--- config.mk ---
export PLATFORM = sky130hd
export DESIGN_NAME = loop_sequencer
export DESIGN_NICKNAME = d
export VERILOG_FILES = /design/src/rtl/loop_seq_pkg.sv /design/src/rtl/loop_seq_dwell_timer.sv /design/src/rtl/loop_sequencer.sv
export SDC_FILE = /design/constraint.sdc
export NUM_CORES = 1
export LEC_CHECK = 0
export CAP_MARGIN = 5
export CORE_UTILIZATION = 45
export DETAILED_ROUTE_END_ITERATION = 12
export GPL_ROUTABILITY_DRIVEN = 0
export HOLD_SLACK_MARGIN = 0.1
export PLACE_DENSITY = 0.71
export SLEW_MARGIN = 20
export SYNTH_ARGS = -nofsm -noshare
export SYNTH_HDL_FRONTEND = slang
export SYNTH_SLANG_ARGS = --single-unit
--- constraint.sdc ---
create_clock -name clk -period 6.6 [get_ports clk]
set_input_delay 0.99 -clock clk [delete_from_list [all_inputs] [get_ports clk]]
set_output_delay 0.99 -clock clk [all_outputs]
set_load 0.02 [all_outputs]
--- src/rtl/loop_seq_pkg.sv ---
// Shared types and constants for the loop sequencer and its dwell timer.
package loop_seq_pkg;

    typedef enum logic [1:0] {
        ST_IDLE  = 2'd0,
        ST_RUN   = 2'd1,
        ST_PAUSE = 2'd2
    } state_t;

    localparam int DWELL_MIN = 1;

endpackage

--- src/rtl/loop_seq_dwell_timer.sv ---
// Loadable down-counter that measures how long the sequencer holds each value.
module loop_seq_dwell_timer
    import loop_seq_pkg::*;
#(
    parameter int DWELL_W = 8
) (
    input  logic               clk,
    input  logic               reset,
    input  logic               load,
    input  logic [DWELL_W-1:0] load_val,
    input  logic               en,
    input  logic               freeze,
    output logic               expire
);

    logic [DWELL_W-1:0] count_q;
    logic [DWELL_W-1:0] count_d;

    // The count includes the current cycle, so a count of one marks the final dwell cycle.
    always_comb begin
        count_d = count_q;
        if (load) begin
            count_d = load_val;
        end else if (en && !freeze && (count_q != '0)) begin
            count_d = count_q - 1'b1;
        end
    end

    always_ff @(posedge clk) begin
        if (reset) begin
            count_q <= '0;
        end else begin
            count_q <= count_d;
        end
    end

    assign expire = (count_q <= DWELL_W'(DWELL_MIN));

endmodule

--- src/rtl/loop_sequencer.sv ---
// Hardware for-loop: steps value from first toward last by step, dwelling on each value.
module loop_sequencer
    import loop_seq_pkg::*;
#(
    parameter int WIDTH   = 4,
    parameter int DWELL_W = 8,
    parameter int CNT_W   = 8
) (
    input  logic               clk,
    input  logic               reset,
    input  logic               start,
    input  logic               stop,
    input  logic               pause,
    input  logic               mode_wrap,
    input  logic [WIDTH-1:0]   cfg_first,
    input  logic [WIDTH-1:0]   cfg_last,
    input  logic [WIDTH-1:0]   cfg_step,
    input  logic [DWELL_W-1:0] cfg_dwell,
    output logic [WIDTH-1:0]   value,
    output logic               valid,
    output logic               busy,
    output logic               wrap,
    output logic               done,
    output logic [CNT_W-1:0]   pass_cnt
);

    state_t             state_q, state_d;
    logic [WIDTH-1:0]   value_q, value_d;
    logic [WIDTH-1:0]   first_q, first_d;
    logic [WIDTH-1:0]   last_q, last_d;
    logic [WIDTH-1:0]   step_q, step_d;
    logic [DWELL_W-1:0] dwell_q, dwell_d;
    logic               wrap_mode_q, wrap_mode_d;
    logic               wrap_q, wrap_d;
    logic               done_q, done_d;
    logic [CNT_W-1:0]   pass_cnt_q, pass_cnt_d;

    logic               timer_load;
    logic [DWELL_W-1:0] timer_load_val;
    logic               timer_en;
    logic               timer_expire;

    logic               active;
    logic [WIDTH:0]     next_sum;
    logic               overshoot;
    logic [CNT_W-1:0]   pass_cnt_inc;
    logic [DWELL_W-1:0] cfg_dwell_norm;

    assign active         = (state_q != ST_IDLE);
    // The extra carry bit catches the loop variable wrapping past its width.
    assign next_sum       = {1'b0, value_q} + {1'b0, step_q};
    assign overshoot      = next_sum[WIDTH] || (next_sum[WIDTH-1:0] > last_q);
    assign pass_cnt_inc   = (pass_cnt_q == '1) ? pass_cnt_q : pass_cnt_q + 1'b1;
    assign cfg_dwell_norm = (cfg_dwell == '0) ? DWELL_W'(DWELL_MIN) : cfg_dwell;

    always_comb begin
        state_d        = state_q;
        value_d        = value_q;
        first_d        = first_q;
        last_d         = last_q;
        step_d         = step_q;
        dwell_d        = dwell_q;
        wrap_mode_d    = wrap_mode_q;
        wrap_d         = 1'b0;
        done_d         = 1'b0;
        pass_cnt_d     = pass_cnt_q;
        timer_load     = 1'b0;
        timer_load_val = dwell_q;
        timer_en       = 1'b0;

        if (stop) begin
            state_d = ST_IDLE;
        end else if (start) begin
            first_d     = cfg_first;
            last_d      = cfg_last;
            step_d      = cfg_step;
            dwell_d     = cfg_dwell_norm;
            wrap_mode_d = mode_wrap;
            pass_cnt_d  = '0;
            if (cfg_first > cfg_last) begin
                state_d = ST_IDLE;
                done_d  = 1'b1;
            end else begin
                state_d        = ST_RUN;
                value_d        = cfg_first;
                timer_load     = 1'b1;
                timer_load_val = cfg_dwell_norm;
            end
        end else if (active) begin
            if (pause) begin
                state_d = ST_PAUSE;
            end else begin
                state_d  = ST_RUN;
                timer_en = 1'b1;
                if (timer_expire) begin
                    if (!overshoot) begin
                        value_d    = next_sum[WIDTH-1:0];
                        timer_load = 1'b1;
                    end else if (wrap_mode_q) begin
                        value_d    = first_q;
                        wrap_d     = 1'b1;
                        pass_cnt_d = pass_cnt_inc;
                        timer_load = 1'b1;
                    end else begin
                        state_d    = ST_IDLE;
                        done_d     = 1'b1;
                        pass_cnt_d = pass_cnt_inc;
                    end
                end
            end
        end
    end

    always_ff @(posedge clk) begin
        if (reset) begin
            state_q     <= ST_IDLE;
            value_q     <= '0;
            first_q     <= '0;
            last_q      <= '0;
            step_q      <= '0;
            dwell_q     <= '0;
            wrap_mode_q <= 1'b0;
            wrap_q      <= 1'b0;
            done_q      <= 1'b0;
            pass_cnt_q  <= '0;
        end else begin
            state_q     <= state_d;
            value_q     <= value_d;
            first_q     <= first_d;
            last_q      <= last_d;
            step_q      <= step_d;
            dwell_q     <= dwell_d;
            wrap_mode_q <= wrap_mode_d;
            wrap_q      <= wrap_d;
            done_q      <= done_d;
            pass_cnt_q  <= pass_cnt_d;
        end
    end

    loop_seq_dwell_timer #(
        .DWELL_W (DWELL_W)
    ) u_dwell_timer (
        .clk      (clk),
        .reset    (reset),
        .load     (timer_load),
        .load_val (timer_load_val),
        .en       (timer_en),
        .freeze   (pause),
        .expire   (timer_expire)
    );

    assign value    = value_q;
    assign valid    = active;
    assign busy     = active;
    assign wrap     = wrap_q;
    assign done     = done_q;
    assign pass_cnt = pass_cnt_q;

endmodule

After elaboration in Yosys (flattened, before gate mapping) --
Index checks and enable logic that the tools add are counted.
Cells by class: $add $sub $neg 3, order comparisons 3, eq/ne operators 5, muxes and demuxes 45, bitwise operators 4, reduce and logical (&&, ||, !) cells 16
Operators by type and width (count):
- 8-bit two-way mux | 12
- 4-bit two-way mux | 7
- 1-bit two-way mux | 23
- 6-bit AND reduction | 2
- 2-bit nonzero test | 5
- 8-bit by 1-bit adder with 8-bit output, second input constant | 1
- 8-bit equality test, second input constant | 1
- 4-bit greater-than comparator | 2
- 8-bit by 1-bit less-or-equal comparator with 1-bit output, second input constant | 1
- 8-bit zero test | 1
- 8-bit nonzero test | 1
- 8-bit by 1-bit subtractor with 8-bit output, second input constant | 1
- 7-bit OR reduction | 1
- 2-bit two-way mux | 3
- 2-bit inequality test, second input constant | 3
- 4-bit by 4-bit adder with 5-bit output | 1
- 1-bit NOT | 4
- 3-bit inequality test, second input constant | 1
- 1-bit logical AND | 2
- 2-bit AND reduction | 1
- 2-bit OR reduction | 1
- 1-bit zero test | 1
- 1-bit logical OR | 1
Word-level totals: register bits 45, bits of input ports 26, output and inout port bits 16, word-level logic and storage cells 87

Depth between registers and ports, before layout --
word-level depth 10, mapped depth 11, mapped depth without buffers 11

Hierarchy --
A second synthesis with hierarchy kept.
Second synthesis, totals: cell total of the unflattened synthesis 311, area total of the unflattened synthesis 2563.7 µm²
Modules (own cells, without submodules):
- loop_sequencer | instances 1, cells each 246, area an instance 2016.9 µm², sequential area each 740.7 µm²
- loop_seq_dwell_timer | instances 1, cells each 65, area an instance 546.8 µm², sequential area each 160.2 µm²

Least setup slack after synthesis --
No wires, ideal clock.
path kind reg-to-reg, start point reg value_q[0], in the netlist value[0], end point reg pass_cnt_q[6], in the netlist pass_cnt[6], setup time 0.070 ns, arrival 2.805 ns, data required time 6.530 ns, setup slack 3.724 ns, stages on the path, launching flop included 12, path buffers 0, period minus slack after synthesis 2.876 ns, path through dfxtp_1 > ha_1 > fa_1 > xnor2_1 > inv_1 > ha_1 > nand2_1 > o21bai_1 > a21oi_1 > o211ai_1 > or4_1 > a21oi_1
Between the ends: longest elaborated chain between the ends 5
Ends and longest elaborated chain:
- from (decl) | RTL line loop_sequencer.sv:28 | logic [WIDTH-1:0] value_q, value_d;
- from (signal assigned) | RTL line loop_sequencer.sv:128 | value_q <= value_d;
- 4-bit by 4-bit adder with 5-bit output * | RTL line loop_sequencer.sv:51 | assign next_sum = {1'b0, value_q} + {1'b0, step_q};
- 4-bit greater-than comparator | RTL line loop_sequencer.sv:52 | assign overshoot = next_sum[WIDTH] || (next_sum[WIDTH-1:0] > last_q);
- 1-bit logical OR * | RTL line loop_sequencer.sv:52
- 2-bit nonzero test (no source line) *
- 6-bit AND reduction (no source line) *
- to (signal assigned) | RTL line loop_sequencer.sv:136 | pass_cnt_q <= pass_cnt_d;
- to (decl) | RTL line loop_sequencer.sv:36 | logic [CNT_W-1:0] pass_cnt_q, pass_cnt_d;
Mark *: on every way between the ends. The rest lies on a longest branch, timed or not. A chain may end at the register's enable or synchronous reset.

Worst setup path in the final report --
Same ends and word-level chain as after synthesis.

==> flow_summary_export.csv <==
group,metric,value,unit
cts,clk_latency,0.30,ns
setup_path,worstPathMaxFanout,8,
cts,hold_buffers,0,
timing,maxSlewHeadroom,38.10,%
finish,n_antenna_cell,0,
setup_path,reg2reg_setup_slack,3.14,ns
setup_path,worstSetupPathType,"reg2reg",
hold_path,min_to,"last_q[1]",
routing,drt-initial-drc-count,210,
grt,grt-ovfl-total,0,
grt,grt_start_max_net_pins,37,
hold_path,min_path_type,"reg2reg",
synthesis,synth_area,2591,sq um
cts,cts_tree,"done",
setup_path,critical_path_arrival,3.68,ns
floorplan,initial_core_util,46.77,%
setup_path,timing.rr.end,"pass_cnt[6]",
routing,post-route-drc-count,0,
finish,area_delta_synth_final,22.60,%
cts,cts-root-buf,"clkbuf_8",
setup_path,reg2reg_from,"value[0]",
setup_path,startpoint_type,"register",
synthesis,ys_async_sr_fraction,0,%
floorplan,die-width,77.89,microns
cts,cts_buffers,5,
flow_run,cap_violations,0,
floorplan,rows,27,
setup_path,required,6.82,ns
routing,vias_per_cell,5.788,
routing,ant_nets,0,
grt,grt_first_pass_wirelength,11470,microns
timing,rsz0062_at_grt,"false",
grt,grt_usage,24.35,%
grt,antenna_found_initial,0,
timing,finalHoldViolCount,0,
power_and_ir_drop,peakVddDrop,170.2,uV
timing,final.setup.tns,0,ns
timing,min_period,3.457,ns
synthesis,yosysWarnings,0,
cts,cts-htree-levels,2,
grt,grt_pass1_vias,2361,
power_and_ir_drop,p_leak,1.210,nW
setup_path,cp_slowest_cell,"or4_1",
setup_path,r2r_cells,11,
hold_path,hold_depth,2,
routing,dr.pass1.iters,5,
synthesis,synth_seq_cells,45,
synthesis,ys.flop_type,"dfxtp_1",
setup_path,crit_chain,"ha_1, fa_1, xnor2_1, inv_1, ha_1, nand2_1, o21bai_1, a21oi_1, o211ai_1, or4_1, a21oi_1",
cts,cts_sinks,45,
cts,cts.clk_slew.worst_paths,0.09,ns
timing,worst_clock_skew,0.01166,ns
cts,cts.path.max_buffers,2,
placed_design,io_buffers,41,
floorplan,die_area,6066,sq um
cts,post_cts_buffers,0,
floorplan,io_pins,42,
timing,setup_violations,0,
synthesis,syn_avg_cell_area,8.174,sq um
synthesis,synth_edf_count,0,
timing,finalCritPeriodShare,52.37,%
run_status,status,"finished clean",
synthesis,synth-seq-area-share,34.77,%
power_and_ir_drop,cellPowerDensity,209.8,nW/um^2
finish,layout-drive-gt1-share,7.003,%
finish,finalNetCount,399,
timing,finalMaxSlewViolations,0,
hold_path,hp-start,"last_q[1]",
routing,routedWlPerCell,15.73,microns
floorplan,core,5540,sq um
cts,cts_resized,0,
finish,postLayoutCoreUtil,57.34,%
timing,max_freq,289.3,MHz
routing,num_vias,2483,
setup_path,cp_slowest_stage_delay,0.48,ns
synthesis,yosys.cell_types.count,53,
setup_path,crit_path_end_kind,"register",
placed_design,dp_hpwl,5010,microns
synthesis,synthCells,317,
routing,routed_wl,6748,microns
floorplan,die_height,77.89,microns
synthesis,syn-num-nets,359,
timing,worst_pin_slew,0.9188,ns
-- registers in the layout, summed over array words and instances (netlist names) --
signal,count
last_q,4
u_dwell_timer.count_q,8
done,1
state_q,2
step_q,4
value,4
wrap,1
pass_cnt,8
dwell_q,8
first_q,4
wrap_mode_q,1
-- where the power goes --
group / internal [mW] / leakage [nW] / switching, mW
Sequential: 0.284 / 0.367 / 0.0113
Clock: 0.110 / 0.0540 / 0.0929
Combinational: 0.0698 / 0.789 / 0.0988
Total: 0.464 / 1.21 / 0.203
-- metrics by stage --
step                area (sq um)  instances  setup WS [ns]  power, mW  hold WS (ns)
detailed placement          3073        422          3.150     0.4655        0.4494
global placement            3073        422          3.154     0.4641        0.4402
finish                      3177        429          3.143     0.6666        0.4597
CTS                         3177        429          3.236     0.6690        0.4613
global route                3177        429          2.934     0.7024        0.4850
floorplan                   2591        317          3.724     0.4098        0.4329
-- cell type report --
class | count | area, sq um
fill | 548 | 2364
multi-input combinational | 241 | 1570
sequential | 45 | 900.9
timing repair buffer | 45 | 440.4
tap | 72 | 90.09
inverter | 19 | 71.32
clock buffer | 5 | 68.82
clock inverter | 2 | 35.03
-- kinds of logic after synthesis --
family,count (synthesis),share of synthesized area [%]
AO/OA/AOI/OAI,94,23.66
XOR/XNOR,12,4.056
adder cells (fa/ha/maj),16,8.015
buffers and inverters,31,4.636
flip-flops,45,34.77
multiplexers,9,3.477
AND/OR/NAND/NOR,110,21.39
-- how the worst max path moves through the flow --
stage	start	to	slack [ns]	cells after the start
3_5_place_dp	cfg_first[3]	u_dwell_timer.count_q[7]	3.15	8
4_1_cts	value[0]	pass_cnt[6]	3.24	11
2_1_floorplan	value[0]	pass_cnt[6]	3.72	11
5_1_grt	value[0]	pass_cnt[6]	2.93	11
3_3_place_gp	cfg_first[3]	u_dwell_timer.count_q[7]	3.15	8
6_report	value[0]	pass_cnt[6]	3.14	11
-- synth_stat cells, drive strengths merged, types with 4 or more instances --
cell type | instances | area share (%)
o211ai | 6 | 1.7
a21oi | 41 | 7.9
xnor2 | 11 | 3.7
dfxtp | 45 | 35
ha | 15 | 7.2
mux2i | 9 | 3.5
a211oi | 9 | 2.6
nor4 | 6 | 2.0
and3 | 4 | 1.0
o31ai | 6 | 1.7
inv | 17 | 2.5
o21ai | 7 | 1.4
nand3 | 9 | 1.7
clkbuf | 11 | 1.6
a21o | 5 | 1.5
nor2 | 15 | 2.6
nand2 | 52 | 7.5
-- layer usage --
metal	vias up	wire [microns]	track usage [%]
met5	-	0	0
met4	0	118	8.113
met3	16	459	4.353
met2	110	2964	36.55
met1	1131	3206	34.88
li1	1226	-	-
-- layout by cell type (no fill, tap or decap), types with 4 or more instances in the layout --
master,synthesis,final
o211ai_1,6,6
inv_1,17,17
nand2_1,52,52
ha_1,15,15
o21ai_0,7,7
dfxtp_1,45,45
a21oi_1,41,41
nand3_1,9,9
buf_4,1,4
xnor2_1,11,11
clkbuf_8,0,5
mux2i_1,9,9
clkdlybuf4s50_1,0,41
o31ai_1,6,6
a211oi_1,9,9
nor4_1,5,5
nor2_1,13,13
-- critical path: cells and delay by family, from the launching register on --
kind,cells,cell delay (ns)
buffers and inverters,1,0.11
AOI/OAI and AO/OA,4,1.14
adders and majority gates,3,0.95
xor gates and xnor gates,1,0.29
DFF,1,0.34
and+or+nand+nor,2,0.56
(Power assumes the default switching activity.)
